`config.mk`:
```
export PLATFORM = sky130hd
export DESIGN_NAME = intc_core
export DESIGN_NICKNAME = d
export VERILOG_FILES = /design/src/rtl/intc_defs.sv /design/src/rtl/intc_prio_enc.sv /design/src/rtl/intc_core.sv
export SDC_FILE = /design/constraint.sdc
export NUM_CORES = 1
export LEC_CHECK = 0
export BUFFER_PORTS_ARGS = -buffer_cell sky130_fd_sc_hd__clkbuf_2
export CAP_MARGIN = 25
export CORE_MARGIN = 2
export CORE_UTILIZATION = 45
export CTS_CLUSTER_SIZE = 12
export DETAILED_ROUTE_END_ITERATION = 10
export HOLD_SLACK_MARGIN = 0.02
export PLACE_DENSITY = 0.76
export SYNTH_ARGS = -nofsm -noshare
export SYNTH_HDL_FRONTEND = slang
export SYNTH_HIERARCHICAL = 1
export SYNTH_SLANG_ARGS = --single-unit
```
`constraint.sdc`:
```
create_clock -name clk -period 6.1 [get_ports clk]
set_clock_uncertainty 0.1 [all_clocks]
set_input_delay 0.61 -clock clk [delete_from_list [all_inputs] [get_ports clk]]
set_output_delay 0.61 -clock clk [all_outputs]
set_load 0.05 [all_outputs]
```
`src/rtl/intc_defs.sv`:
```
// Shared definitions for the interrupt controller: CSR byte offsets and field positions.
package intc_defs;

   // Width of a claim id (source index + 1, 0 meaning "none")
   localparam int unsigned IdWidth = 5;
   typedef logic [IdWidth-1:0] irq_id_t;

   // CSR byte offsets
   localparam int unsigned OffPending = 32'h00;
   localparam int unsigned OffEnable  = 32'h04;
   localparam int unsigned OffMode    = 32'h08;
   localparam int unsigned OffActive  = 32'h0C;
   localparam int unsigned OffClaim   = 32'h10;
   localparam int unsigned OffCtrl    = 32'h14;

   // CTRL register fields
   localparam int unsigned CtrlGenBit = 0;

endpackage

```
`src/rtl/intc_prio_enc.sv`:
```
// Lowest-index-wins priority encoder: returns index+1 of the lowest set bit, 0 if empty.
module intc_prio_enc
   import intc_defs::*;
#(
   parameter int unsigned NUM_IRQ = 8
) (
   input  logic [NUM_IRQ-1:0] req,
   output irq_id_t            id
);

   // Scan from the top down so the lowest set bit is the last assignment and wins
   always_comb begin
      id = '0;
      for (int i = int'(NUM_IRQ) - 1; i >= 0; i--) begin
         if (req[i]) id = irq_id_t'(i + 1);
      end
   end

endmodule

```
`src/rtl/intc_core.sv`:
```
// Interrupt controller core: per-source edge/level pending capture, enable masking,
// global gate, lowest-index claim, and a registered interrupt request to the CPU.
module intc_core
   import intc_defs::*;
#(
   parameter int unsigned NUM_IRQ   = 8,
   parameter int unsigned ADD_WIDTH = 8
) (
   input  logic                 clk,
   input  logic                 reset_n,
   input  logic [ADD_WIDTH-1:0] addr,
   input  logic [31:0]          wdata,
   output logic [31:0]          rdata,
   input  logic                 rden,
   input  logic                 wren,
   input  logic [NUM_IRQ-1:0]   irq_src,
   output logic                 irq
);

   logic [NUM_IRQ-1:0] prev_q, pending_q, pending_d, enable_q, mode_q;
   logic [NUM_IRQ-1:0] rise, active, gated, w1c, claim_clr;
   logic               gen_q, irq_q, irq_d;
   logic [31:0]        rdata_q, rdata_d;
   logic [ADD_WIDTH-1:0] word_addr;
   logic               hit_pending, hit_enable, hit_mode, hit_active, hit_claim, hit_ctrl;
   logic               claim_rd;
   irq_id_t            claim_id;
   logic               unused_wdata;

   // Byte-lane bits of the address are don't-care; mask them off for word decode
   assign word_addr   = addr & ~ADD_WIDTH'(3);
   assign hit_pending = (word_addr == ADD_WIDTH'(OffPending));
   assign hit_enable  = (word_addr == ADD_WIDTH'(OffEnable));
   assign hit_mode    = (word_addr == ADD_WIDTH'(OffMode));
   assign hit_active  = (word_addr == ADD_WIDTH'(OffActive));
   assign hit_claim   = (word_addr == ADD_WIDTH'(OffClaim));
   assign hit_ctrl    = (word_addr == ADD_WIDTH'(OffCtrl));

   assign unused_wdata = ^wdata[31:NUM_IRQ];

   assign rise     = irq_src & ~prev_q;
   assign active   = pending_q & enable_q;
   // With the global gate off, CLAIM sees nothing and clears nothing
   assign gated    = active & {NUM_IRQ{gen_q}};
   assign claim_rd = rden & hit_claim;
   assign w1c      = (wren && hit_pending) ? wdata[NUM_IRQ-1:0] : '0;

   intc_prio_enc #(
      .NUM_IRQ (NUM_IRQ)
   ) u_prio_enc (
      .req (gated),
      .id  (claim_id)
   );

   for (genvar i = 0; i < NUM_IRQ; i++) begin : g_pend
      assign claim_clr[i] = claim_rd && (claim_id == irq_id_t'(i + 1));

      // Edge bits: a new rise beats any same-cycle clear. Level bits just track the line.
      always_comb begin
         if (mode_q[i]) begin
            pending_d[i] = rise[i] | (pending_q[i] & ~(w1c[i] | claim_clr[i]));
         end else begin
            pending_d[i] = irq_src[i];
         end
      end
   end

   assign irq_d = gen_q & |active;

   // Read mux samples pre-write state so a same-cycle write is not visible
   always_comb begin
      rdata_d = rdata_q;
      if (rden) begin
         if (hit_pending)     rdata_d = 32'(pending_q);
         else if (hit_enable) rdata_d = 32'(enable_q);
         else if (hit_mode)   rdata_d = 32'(mode_q);
         else if (hit_active) rdata_d = 32'(active);
         else if (hit_claim)  rdata_d = 32'(claim_id);
         else if (hit_ctrl)   rdata_d = 32'(gen_q);
         else                 rdata_d = '0;
      end
   end

   // State registers: edge history, pending, CSRs, read data and irq
   always_ff @(posedge clk or negedge reset_n) begin
      if (!reset_n) begin
         prev_q    <= '0;
         pending_q <= '0;
         enable_q  <= '0;
         mode_q    <= '0;
         gen_q     <= 1'b0;
         irq_q     <= 1'b0;
         rdata_q   <= '0;
      end else begin
         prev_q    <= irq_src;
         pending_q <= pending_d;
         irq_q     <= irq_d;
         rdata_q   <= rdata_d;
         if (wren && hit_enable) enable_q <= wdata[NUM_IRQ-1:0];
         if (wren && hit_mode)   mode_q   <= wdata[NUM_IRQ-1:0];
         if (wren && hit_ctrl)   gen_q    <= wdata[CtrlGenBit];
      end
   end

   assign rdata = rdata_q;
   assign irq   = irq_q;

endmodule

```
Word-level counts from Yosys, hierarchy flattened
Index checks and enable logic that the tools add are counted.
- bits in registers: 66
- bits of input ports: 52
- logic and storage cells: 95
- output and inout port bits: 33
- eq/ne operators: 13
- bitwise logic cells: 38
- reductions and logical operators: 14
- multiplexer cells: 23
- operator list (cell ; number):
    8-bit 2-to-1 mux ; 5
    4-bit 2-to-1 mux ; 8
    8-bit bitwise AND ; 3
    5-bit by 3-bit == test with 1-bit output, second input constant ; 4
    1-bit bitwise OR ; 16
    6-bit by 2-bit == test with 1-bit output, second input constant ; 2
    6-bit by 3-bit == test with 1-bit output, second input constant ; 2
    1-bit logical AND ; 12
    1-bit bitwise AND ; 10
    5-bit by 2-bit == test with 1-bit output, second input constant ; 2
    1-bit 2-to-1 mux ; 9
    8-bit logical NOT ; 1
    1-bit NOT ; 8
    8-bit NOT ; 1
    8-bit OR reduction ; 1
    6-bit by 1-bit == test with 1-bit output, second input constant ; 1
    5-bit by 1-bit == test with 1-bit output, second input constant ; 1
    5-bit by 4-bit == test with 1-bit output, second input constant ; 1
    5-bit 2-to-1 mux ; 1

Logic depth before layout (Yosys ltp)
Gate-level depths: netlist (run 1).
- word-level depth: 17
- gate-level depth with buffers: 8
- depth with buffers taken out: 8

By module
The synthesis (run 1) kept the hierarchy.
- by module, submodules not included (module ; seq. area each (um^2) ; area an instance (um^2) ; cells an instance ; times used):
    intc_core ; 1051.0 ; 2303.5 ; 222 ; 1
    intc_prio_enc ; 0.0 ; 82.6 ; 14 ; 1

Worst setup path before layout (run 1)
OpenSTA, ideal clock, no wires.
- path kind: input to register
- start point: in addr[7]
- end point: reg enable_q[0]
- library setup time: 0.125 ns
- path slack: 3.752 ns
- stages: 5
- required time: 5.875 ns
- arrival: 2.123 ns
- buffers on the path: 2
- cells stage by stage: or4_1 -> buf_2 -> or4_1 -> buf_6 -> mux2_4
- word-level cells in the longest chain between the ends: 2
- RTL lines (element ; line ; RTL):
    start: declaration ; intc_core.sv:11 ; input logic [ADD_WIDTH-1:0] addr,
    6-bit by 1-bit == test with 1-bit output ; intc_core.sv:33 ; assign hit_enable = (word_addr == ADD_WIDTH'(OffEnable));
    1-bit logical AND ; intc_core.sv:99 ; if (wren && hit_enable) enable_q <= wdata[NUM_IRQ-1:0];
    end signal: assignment ; intc_core.sv:99 ;
    end: declaration ; intc_core.sv:20 ; logic [NUM_IRQ-1:0] prev_q, pending_q, pending_d, enable_q, mode_q;
Every way passes these cells.
A chain may end at the register's enable or synchronous reset.

Worst setup path in the final report (run 1)
Ends and elaborated chain as after synthesis.

==> flow_metrics.env, run 1 <==
export IMPL_htreeDepth=2
export IMPL_cts_tree="built"
export IMPL_drtIter0Drc=232
export IMPL_synth_enable_flop_cells=0
export IMPL_fin_setup_tns_ns=0
export IMPL_dp_hpwl_um=3810
export IMPL_critical_path_top_delay_family="simple AND/OR/NAND/NOR gates"
export IMPL_synth_top_area_cell="dfrtp_1"
export IMPL_ys_ff_latch=42
export IMPL_slew_viol_final=0
export IMPL_cts_buffers=5
export IMPL_cts_hold_buffers=0
export IMPL_ir_worst_vdd_mv=0.131
export IMPL_r2r_slack_ns=3.61
export IMPL_path_max_fanout=8
export IMPL_grt_pass1_wl_um=8830
export IMPL_async_flop_share=1.00
export IMPL_yosysMostFrequentCell="dfrtp_1"
export IMPL_synthTopCellsByArea="dfrtp_1 (44%), buf_4 (7.9%), mux2_2 (5.7%)"
export IMPL_via_per_inst=5.60
export IMPL_grt_max_degree=43
export IMPL_min_path_type="input pin to asynchronous set/reset pin"
export IMPL_hold_viol_final=0
export IMPL_root_buffer="clkbuf_8"
export IMPL_pin_count=85
export IMPL_die_width_um=76.8
export IMPL_critPathLaunchType="input pin"
export IMPL_synth_cell_types=44
export IMPL_vias=1899
export IMPL_p_leak_nw=1.28
export IMPL_worst_pin_slew_ns=0.753
export IMPL_synth_cells=236
export IMPL_grt_ovfl_total=0
export IMPL_antenna_found_initial=0
export IMPL_worstPathRequired_ns=6.19
export IMPL_num_rows=26
export IMPL_cp_depth=4
export IMPL_rsz0062_at_grt="false"
export IMPL_ys_warnings_count=6
export IMPL_netlist_area_mm2=0.00239
export IMPL_clkTransAtPathRegs_ns=0.09
export IMPL_worstRegToRegCells=7
export IMPL_status="finished clean"
export IMPL_grt_usage=0.192
export IMPL_fmax_ghz=0.401
export IMPL_drive_gt1_frac=0.245
export IMPL_power_density_mw_per_mm2=257
export IMPL_setup_worst_path_end_class="register"
export IMPL_syn_avg_cell_area_um2=10.1
export IMPL_initial_core_util=0.467
export IMPL_firstDrtPassIters=5
export IMPL_max_slew_margin=0.493
export IMPL_drt_wl_total_um=5390
export IMPL_crit_slowest_cell="or4_1"
export IMPL_cp_num_buf_inv=1
export IMPL_synth_top_area_share=0.440
export IMPL_holdWs_ns=0.197
export IMPL_crit_chain="clkbuf_2 -> or4_1 -> or4_1 -> mux2_4"
export IMPL_cts_setup_buffers=0
export IMPL_cpMostUsedCell="or4_1"
export IMPL_port_buffers=34
export IMPL_insertion_delay_ns=0.31
export IMPL_setup_viol_count_final=0
export IMPL_synthFlopType="dfrtp_1"
export IMPL_netlist_top_cells_count="dfrtp_1 (42), buf_4 (25), nand2_1 (25)"
export IMPL_drc=0
export IMPL_post_drt_wl_per_cell_um=15.9
export IMPL_drtAntennaViolNets=0
export IMPL_core_mm2=0.00511
export IMPL_min_period_ns=2.49
export IMPL_worstSetupPathType="input pin to register"
export IMPL_routabilityCongestion=0.911
export IMPL_clk_path_buf_depth=2
export IMPL_drv_cap=0
export IMPL_dieArea_mm2=0.00590
export IMPL_grt_pass1_vias=1741
export IMPL_dieHeight_um=76.8
export IMPL_cpPeakStageDelay_ns=0.77
export IMPL_cts_resized_gates=0
export IMPL_fin_nets=320
export IMPL_area_delta_synth_final_pct=10.6
export IMPL_seqCellArea_mm2=0.00105
export IMPL_multiInputGateArea_mm2=0.00116
export IMPL_antenna_cells=0
export IMPL_clock_sinks=42
export IMPL_fin_crit_sh=0.409
export IMPL_critPathArrivalTime_ns=2.58
export IMPL_fillers=484
export IMPL_ys_seq_area_frac=0.440
-- per-layer routing --
| metal | GRT usage | part of all wire |
|---|---|---|
| met1 | 0.248 | 0.41 |
| met2 | 0.303 | 0.48 |
| met3 | 0.0494 | 0.078 |
| met4 | 0.0873 | 0.029 |
| met5 | 0 | 0 |
-- metrics by stage --
step | power (W) | cells | setup slack, ns | instance area (µm²) | util
floorplan | 0.000442 | 259 | 3.75 | 2470 | -
global placement | 0.000463 | 330 | 3.32 | 2500 | 0.490
detailed placement | 0.000467 | 330 | 3.31 | 2500 | 0.490
CTS | 0.000677 | 338 | 3.63 | 2610 | 0.512
global route | 0.000709 | 339 | 3.46 | 2640 | 0.517
finish | 0.000680 | 339 | 3.61 | 2640 | 0.517
-- final timing paths --
kind	start	end
worst max-delay path	addr[7]	enable_q[0]
worst min-delay path	reset_n	mode_q[4]
worst max register to register	gen_q	pending_q[5]
worst min register to register	rdata[3]	rdata[3]
max in group asynchronous	reset_n	enable_q[0]
min in group clk	irq_src[2]	prev_q[2]
-- placed cells by master (no fill, tap or decap), drive strengths merged, types with 2 or more instances in the layout --
cell type / count
nor3b: 3
clkbuf: 42
nor2: 13
mux2: 20
conb: 25
and3: 5
nand3: 2
mux2i: 4
nor4: 3
a22o: 6
o31ai: 4
o22a: 3
a21o: 3
nor4b: 2
nand2: 25
a21oi: 20
o221ai: 3
nand2b: 2
a2bb2oi: 4
dfrtp: 42
a221o: 2
nor2b: 4
nor3: 3
inv: 9
or3: 2
or4: 2
a221oi: 4
-- where the power goes --
group	switching (W)	internal (W)	leakage [nW]
logic	0.0000879	0.0000491	0.685
clock network	0.0000988	0.000114	0.0575
registers	0.0000252	0.000304	0.537
total	0.000212	0.000468	1.28
-- cells by family after synthesis --
| logic type | count (synthesis) | share of synthesized area |
|---|---|---|
| buffers and inverters | 42 | 0.110 |
| AOI/OAI and AO/OA | 55 | 0.165 |
| and+or+nand+nor | 71 | 0.158 |
| DFF | 42 | 0.440 |
| muxes | 24 | 0.124 |
| other | 2 | 0.00315 |
-- final cells by class --
type,count,area share
repair buffers,35,0.0749
inverters,9,0.0128
multi-input cells,175,0.439
well taps,70,0.0332
flip-flops and latches,42,0.398
clock buffers,8,0.0417
-- state kept, by name, summed over array words and instances (netlist names) --
signal / cells
enable_q: 8
mode_q: 8
pending_q: 8
prev_q: 8
rdata: 8
gen_q: 1
irq: 1
Note: power is estimated with default switching activity, not from simulation.
==> inputs of run 2 (changes only) <==
Settings changed: ABC_AREA from default to 1.
Clock period 6.1 ns to 2.3 ns, I/O delays scaled along.
==> run 2 against run 1 <==
Clock-buffer cell count is 2 lower. Total power grew to 2.7 times the previous value. Flip-flop and latch count unchanged. Largest power group unchanged. Non-clock buffer count up 9. Critical path type is now register to register. Cell area rose by 6.1%. Final cell count rose by 33%. Worst setup slack got worse by 3.3 ns. Global-route usage increased by 0.37 points.
==> flow_metrics.env, run 2 <==
export IMPL_r2r_slack_ns=0.26
export IMPL_reg2reg_from="gen_q"
export IMPL_setup_worst_path_end_class="register"
export IMPL_status="finished clean"
export IMPL_via_per_inst=4.71
export IMPL_crit_slowest_cell="dfrtp_1"
export IMPL_crit_chain="inv_1 -> nor2_1 -> nor2_1 -> nand2_1 -> a21oi_1 -> inv_1 -> nor3_2 -> nand4_1 -> nand2_1 -> nand2_1"
export IMPL_worstSetupPathType="register to register"
export IMPL_antenna_cells=0
export IMPL_holdPathEnd="pending_q[5]"
export IMPL_synth_top_area_cell="dfrtp_1"
export IMPL_initial_core_util=0.473
export IMPL_grt_pass1_wl_um=9330
export IMPL_synth_compound_area_share=0.0904
export IMPL_drive_gt1_frac=0.184
export IMPL_hold_depth=4
export IMPL_min_path_type="input pin to register"
export IMPL_grt_pass1_vias=2026
export IMPL_stdcell_area_mm2=0.00280
export IMPL_htreeDepth=2
export IMPL_vias=2118
export IMPL_critPathArrivalTime_ns=2.13
export IMPL_max_slew_margin=0.644
export IMPL_dp_hpwl_um=3980
export IMPL_core_mm2=0.00520
export IMPL_clkTransAtPathRegs_ns=0.08
export IMPL_power_density_mw_per_mm2=659
export IMPL_mostFrequentLayoutCell="nand2_1"
export IMPL_cts_tree="built"
export IMPL_cts_setup_buffers=0
export IMPL_drt_wl_total_um=5370
export IMPL_ir_worst_vdd_mv=0.304
export IMPL_use_met3=0.0384
export IMPL_async_flop_share=1.00
export IMPL_top_usage_layer="met2"
export IMPL_slew_viol_final=0
export IMPL_cts_buffers=5
export IMPL_multiInputGateArea_mm2=0.00116
export IMPL_grt_ovfl_total=0
export IMPL_num_rows=26
export IMPL_insertion_delay_ns=0.29
export IMPL_netlist_top_cells_count="nand2_1 (106), nor2_1 (59), dfrtp_1 (42)"
export IMPL_dpl_cell_area_mm2=0.00259
export IMPL_rsz0062_at_grt="false"
export IMPL_fin_setup_tns_ns=0
export IMPL_yosysMostFrequentCell="nand2_1"
export IMPL_grt_usage=0.196
export IMPL_fin_crit_sh=0.887
export IMPL_syn_avg_cell_area_um2=7.33
export IMPL_worst_pin_slew_ns=0.534
export IMPL_synth_enable_flop_cells=0
export IMPL_clock_sinks=42
export IMPL_hold_viol_final=0
export IMPL_fillers=539
export IMPL_synthFlopType="dfrtp_1"
export IMPL_critPathLaunchType="register"
export IMPL_min_period_ns=2.04
export IMPL_seqCellArea_mm2=0.00105
export IMPL_root_buffer="clkbuf_8"
export IMPL_synth_xor_area_frac=0
export IMPL_post_drt_wl_per_cell_um=11.9
export IMPL_dieHeight_um=78.0
export IMPL_worstPathRequired_ns=2.39
export IMPL_p_leak_nw=1.45
export IMPL_routabilityCongestion=0.917
export IMPL_antenna_found_initial=0
export IMPL_synthTopCellsByArea="dfrtp_1 (43%), nand2_1 (16%), nor2_1 (9.0%)"
export IMPL_fin_nets=432
export IMPL_path_max_fanout=11
export IMPL_ys_ff_latch=42
export IMPL_fmax_ghz=0.490
export IMPL_synth_cells=336
export IMPL_drc=0
export IMPL_drtIter0Drc=175
export IMPL_synth_top_area_share=0.427
export IMPL_cpPeakStageDelay_ns=0.36
export IMPL_pin_count=85
export IMPL_cpMostUsedCell="nand2_1"
export IMPL_final_cell_mix="nand2_1 (106), nor2_1 (59), dfrtp_1 (42)"
export IMPL_synth_cell_types=24
export IMPL_port_buffers=34
export IMPL_grt_max_degree=43
export IMPL_drv_cap=0
export IMPL_setup_viol_count_final=0
export IMPL_ys_seq_area_frac=0.427
export IMPL_synthSimpleGateAreaFrac=0.341
export IMPL_dieArea_mm2=0.00608
export IMPL_area_delta_synth_final_pct=13.7
export IMPL_drtAntennaViolNets=0
export IMPL_use_met2=0.298
export IMPL_ys_warnings_count=6
export IMPL_clk_path_buf_depth=2
export IMPL_synth_area_mux_share=0
export IMPL_synthAdderAreaFrac=0
export IMPL_netlist_area_mm2=0.00246
export IMPL_r2r_end="pending_q[6]"
export IMPL_grt_util_met1=0.276
export IMPL_synth_top_family_by_area="simple AND/OR/NAND/NOR gates"
export IMPL_worstRegToRegCells=10
export IMPL_die_width_um=78.0
export IMPL_firstDrtPassIters=4
export IMPL_worstHoldStart="wdata[5]"
[run 2: layer usage]
| layer | share of wire | vias up |
|---|---|---|
| met2 | 0.44 | 82 |
| met1 | 0.48 | 932 |
| met5 | 0 | - |
| li1 | - | 1093 |
| met3 | 0.065 | 11 |
| met4 | 0.022 | 0 |
[run 2: timing repair]
action | 4_1_cts | 5_1_grt
hold buffers | 9 | 0
setup endpoints to repair | 0 | 4
endpoints found under the hold margin | 50 | 0
gates resized for setup | 0 | 1
[run 2: logic make-up (layout without fill, tap and decap cells)]
| kind of cell | count (synthesis) | count (layout) |
|---|---|---|
| AOI/OAI and AO/OA | 30 | 30 |
| buffers and inverters | 62 | 83 |
| DFF | 42 | 42 |
| other | 2 | 25 |
| and+or+nand+nor | 200 | 200 |
[run 2: metrics by stage]
stage / hold slack [ns] / util / setup slack [ns] / total power (W) / std cells
final: 0.0913 / 0.538 / 0.261 / 0.00185 / 450
after global routing: 0.119 / 0.538 / 0.0367 / 0.00195 / 450
after CTS: 0.0844 / 0.537 / 0.155 / 0.00186 / 450
after global placement: 0.230 / 0.498 / 0.175 / 0.00125 / 434
after floorplan: -0.166 / - / 0.388 / 0.00119 / 359
after detailed placement: 0.235 / 0.498 / 0.176 / 0.00125 / 434
[run 2: area by class of cell]
| type | instances | area share |
|---|---|---|
| Timing Repair Buffer | 44 | 0.0956 |
| Inverter | 32 | 0.0429 |
| Multi-Input combinational cell | 255 | 0.415 |
| Clock buffer | 6 | 0.0295 |
| Clock inverter | 1 | 0.0107 |
| Tap cell | 70 | 0.0313 |
| Sequential cell | 42 | 0.375 |
[run 2: worst max path at each step]
stage                     startpoint      endpoint  slack (ns)  cells after the start
final                          gen_q  pending_q[6]        0.26                     10
after global routing           gen_q  pending_q[6]        0.04                     10
after CTS                      gen_q  pending_q[6]        0.15                     10
after detailed placement       gen_q  pending_q[6]        0.18                     10
after global placement         gen_q  pending_q[5]        0.18                     10
after floorplan                gen_q  pending_q[5]        0.39                     11
[run 2: report_power, final]
group	internal [W]	switching (W)
Sequential	0.000805	0.0000523
Combinational	0.000106	0.000291
Clock	0.000347	0.000244
Total	0.00126	0.000587
[run 2: worst max-delay path, delay by kind of cell, from the launching register on]
family	cells	cell delay [ns]
flip-flops	1	0.36
buffers and inverters	2	0.35
AO/OA/AOI/OAI	1	0.18
AND/OR/NAND/NOR	7	0.94
==> inputs of run 3 (changes only) <==
Settings changed: REMOVE_ABC_BUFFERS from default to 1.
==> run 3 against run 2 <==
Clock-buffer cell count shrank 1. First-iteration DRC count down 22%. Sequential power hardly changed. Cell area down 1.1%. Total power shrank 7.4%. Wire length grew 0.50%. Via count increased by 1.3%. Clock power down 24%. Largest cell class unchanged. Highest routed layer unchanged.
==> flow_metrics.env, run 3 (synthesized netlist as in run 2, its figures left out) <==
export IMPL_fin_setup_tns_ns=0
export IMPL_antenna_cells=0
export IMPL_root_buffer="clkbuf_8"
export IMPL_endpoint="pending_q[6]"
export IMPL_drtAntennaViolNets=0
export IMPL_cp_depth=10
export IMPL_cts_setup_buffers=0
export IMPL_hold_viol_final=0
export IMPL_worst_pin_slew_ns=0.541
export IMPL_critical_path_top_delay_family="simple AND/OR/NAND/NOR gates"
export IMPL_setup_worst_path_end_class="register"
export IMPL_critPathLaunchType="register"
export IMPL_clock_sinks=42
export IMPL_max_slew_margin=0.639
export IMPL_grt_usage=0.192
export IMPL_cpPeakStageDelay_ns=0.37
export IMPL_dieArea_mm2=0.00608
export IMPL_status="finished clean"
export IMPL_post_drt_wl_per_cell_um=12.0
export IMPL_drv_cap=0
export IMPL_initial_core_util=0.473
export IMPL_crit_start="gen_q"
export IMPL_via_per_inst=4.76
export IMPL_worstRegToRegCells=10
export IMPL_cpMostUsedCell="nand2_1"
export IMPL_reg2reg_from="gen_q"
export IMPL_setup_viol_count_final=0
export IMPL_slew_viol_final=0
export IMPL_clkTransAtPathRegs_ns=0.08
export IMPL_crit_chain="inv_1 -> nor2_1 -> nor2_1 -> nand2_1 -> a21oi_1 -> inv_1 -> nor3_1 -> nand4_1 -> nand2_1 -> nand2_1"
export IMPL_grt_pass1_vias=1876
export IMPL_crit_slowest_cell="dfrtp_1"
export IMPL_power_density_mw_per_mm2=617
export IMPL_clk_path_buf_depth=2
export IMPL_mostFrequentLayoutCell="nand2_1"
export IMPL_rsz0062_at_grt="false"
export IMPL_stdcell_area_mm2=0.00277
export IMPL_min_path_type="input pin to register"
export IMPL_insertion_delay_ns=0.29
export IMPL_min_period_ns=2.06
export IMPL_num_rows=26
export IMPL_die_width_um=78.0
export IMPL_critPathArrivalTime_ns=2.14
export IMPL_pin_count=85
export IMPL_r2r_end="pending_q[6]"
export IMPL_routabilityCongestion=0.911
export IMPL_dpl_cell_area_mm2=0.00260
export IMPL_antenna_found_initial=0
export IMPL_dieHeight_um=78.0
export IMPL_drt_wl_total_um=5390
export IMPL_drc=0
export IMPL_cts_tree="built"
export IMPL_fin_crit_sh=0.894
export IMPL_ir_worst_vdd_mv=0.262
export IMPL_dp_hpwl_um=4050
export IMPL_firstDrtPassIters=4
export IMPL_fmax_ghz=0.487
export IMPL_port_buffers=34
export IMPL_grt_ovfl_total=0
export IMPL_area_delta_synth_final_pct=12.4
export IMPL_finalPower_w=0.00171
export IMPL_worstPathRequired_ns=2.39
export IMPL_cp_num_buf_inv=2
export IMPL_drtIter0Drc=137
export IMPL_worstSetupPathType="register to register"
export IMPL_grt_max_degree=43
export IMPL_fin_nets=433
export IMPL_drive_gt1_frac=0.184
export IMPL_final_cell_mix="nand2_1 (106), nor2_1 (59), dfrtp_1 (42)"
export IMPL_r2r_slack_ns=0.24
export IMPL_grt_pass1_wl_um=9030
export IMPL_htreeDepth=2
export IMPL_vias=2146
export IMPL_core_mm2=0.00520
export IMPL_path_max_fanout=7
export IMPL_p_leak_nw=1.44
export IMPL_cts_buffers=5
==> run 3: cell count changes in the layout (fill, tap and decap cells not counted) <==
cell | previous run | this run
clkbuf_8 | 6 | 5
nor3_1 | 1 | 2
nor3_2 | 2 | 1
bufinv_16 | 1 | 0
clkinv_2 | 0 | 2
buf_4 | 1 | 2
==> run 3: final cells by class <==
class	count	area, µm²
clock buffer	5	68.8
inverter	32	120
multi-input combinational	255	1160
timing repair buffer	45	275
fill	522	2440
clock inverter	2	10.0
sequential	42	1050
tap	70	87.6
==> run 3: worst min-delay path, stage by stage <==
cell and delay (ns):
clkbuf_2 0.09, a21oi_1 0.06, nand2_1 0.04, nand2_1 0.04
==> run 3: per-layer routing <==
metal | part of all wire | GRT usage | vias to the layer above
met1 | 0.45 | 0.258 | 944
met4 | 0.013 | 0.0544 | 0
met3 | 0.092 | 0.0488 | 6
li1 | - | - | 1091
met5 | 0 | 0 | -
met2 | 0.45 | 0.306 | 105
==> run 3: worst min-delay path by stage <==
stage / slack (ns) / cells after the start / from / to
2_1_floorplan: -0.17 / 0 / reset_n / enable_q[0]
3_3_place_gp: 0.23 / 2 / reset_n / prev_q[5]
3_5_place_dp: 0.24 / 2 / reset_n / prev_q[6]
4_1_cts: 0.09 / 4 / wdata[1] / pending_q[1]
5_1_grt: 0.12 / 4 / wdata[3] / pending_q[3]
6_report: 0.1 / 4 / wdata[1] / pending_q[1]
==> run 3: per-stage QoR <==
stage                     hold slack, ns  utilization  setup WS (ns)  std cells
after detailed placement           0.243        0.500          0.265        435
final                             0.0955        0.532          0.245        451
after global routing               0.116        0.532         0.0804        451
after CTS                         0.0935        0.532          0.249        451
after global placement             0.225        0.500          0.274        435
after floorplan                   -0.166            -          0.532        329
==> run 3: repair_timing <==
item                                   in CTS  in global routing
gates resized for setup                     0                  0
hold buffers                                9                  0
endpoints found under the hold margin      50                  0
==> run 3: report_power, final <==
part | total (W) | switching (W) | internal [W]
combinational | 0.000401 | 0.000290 | 0.000110
clock | 0.000450 | 0.000246 | 0.000204
sequential | 0.000859 | 0.0000541 | 0.000805
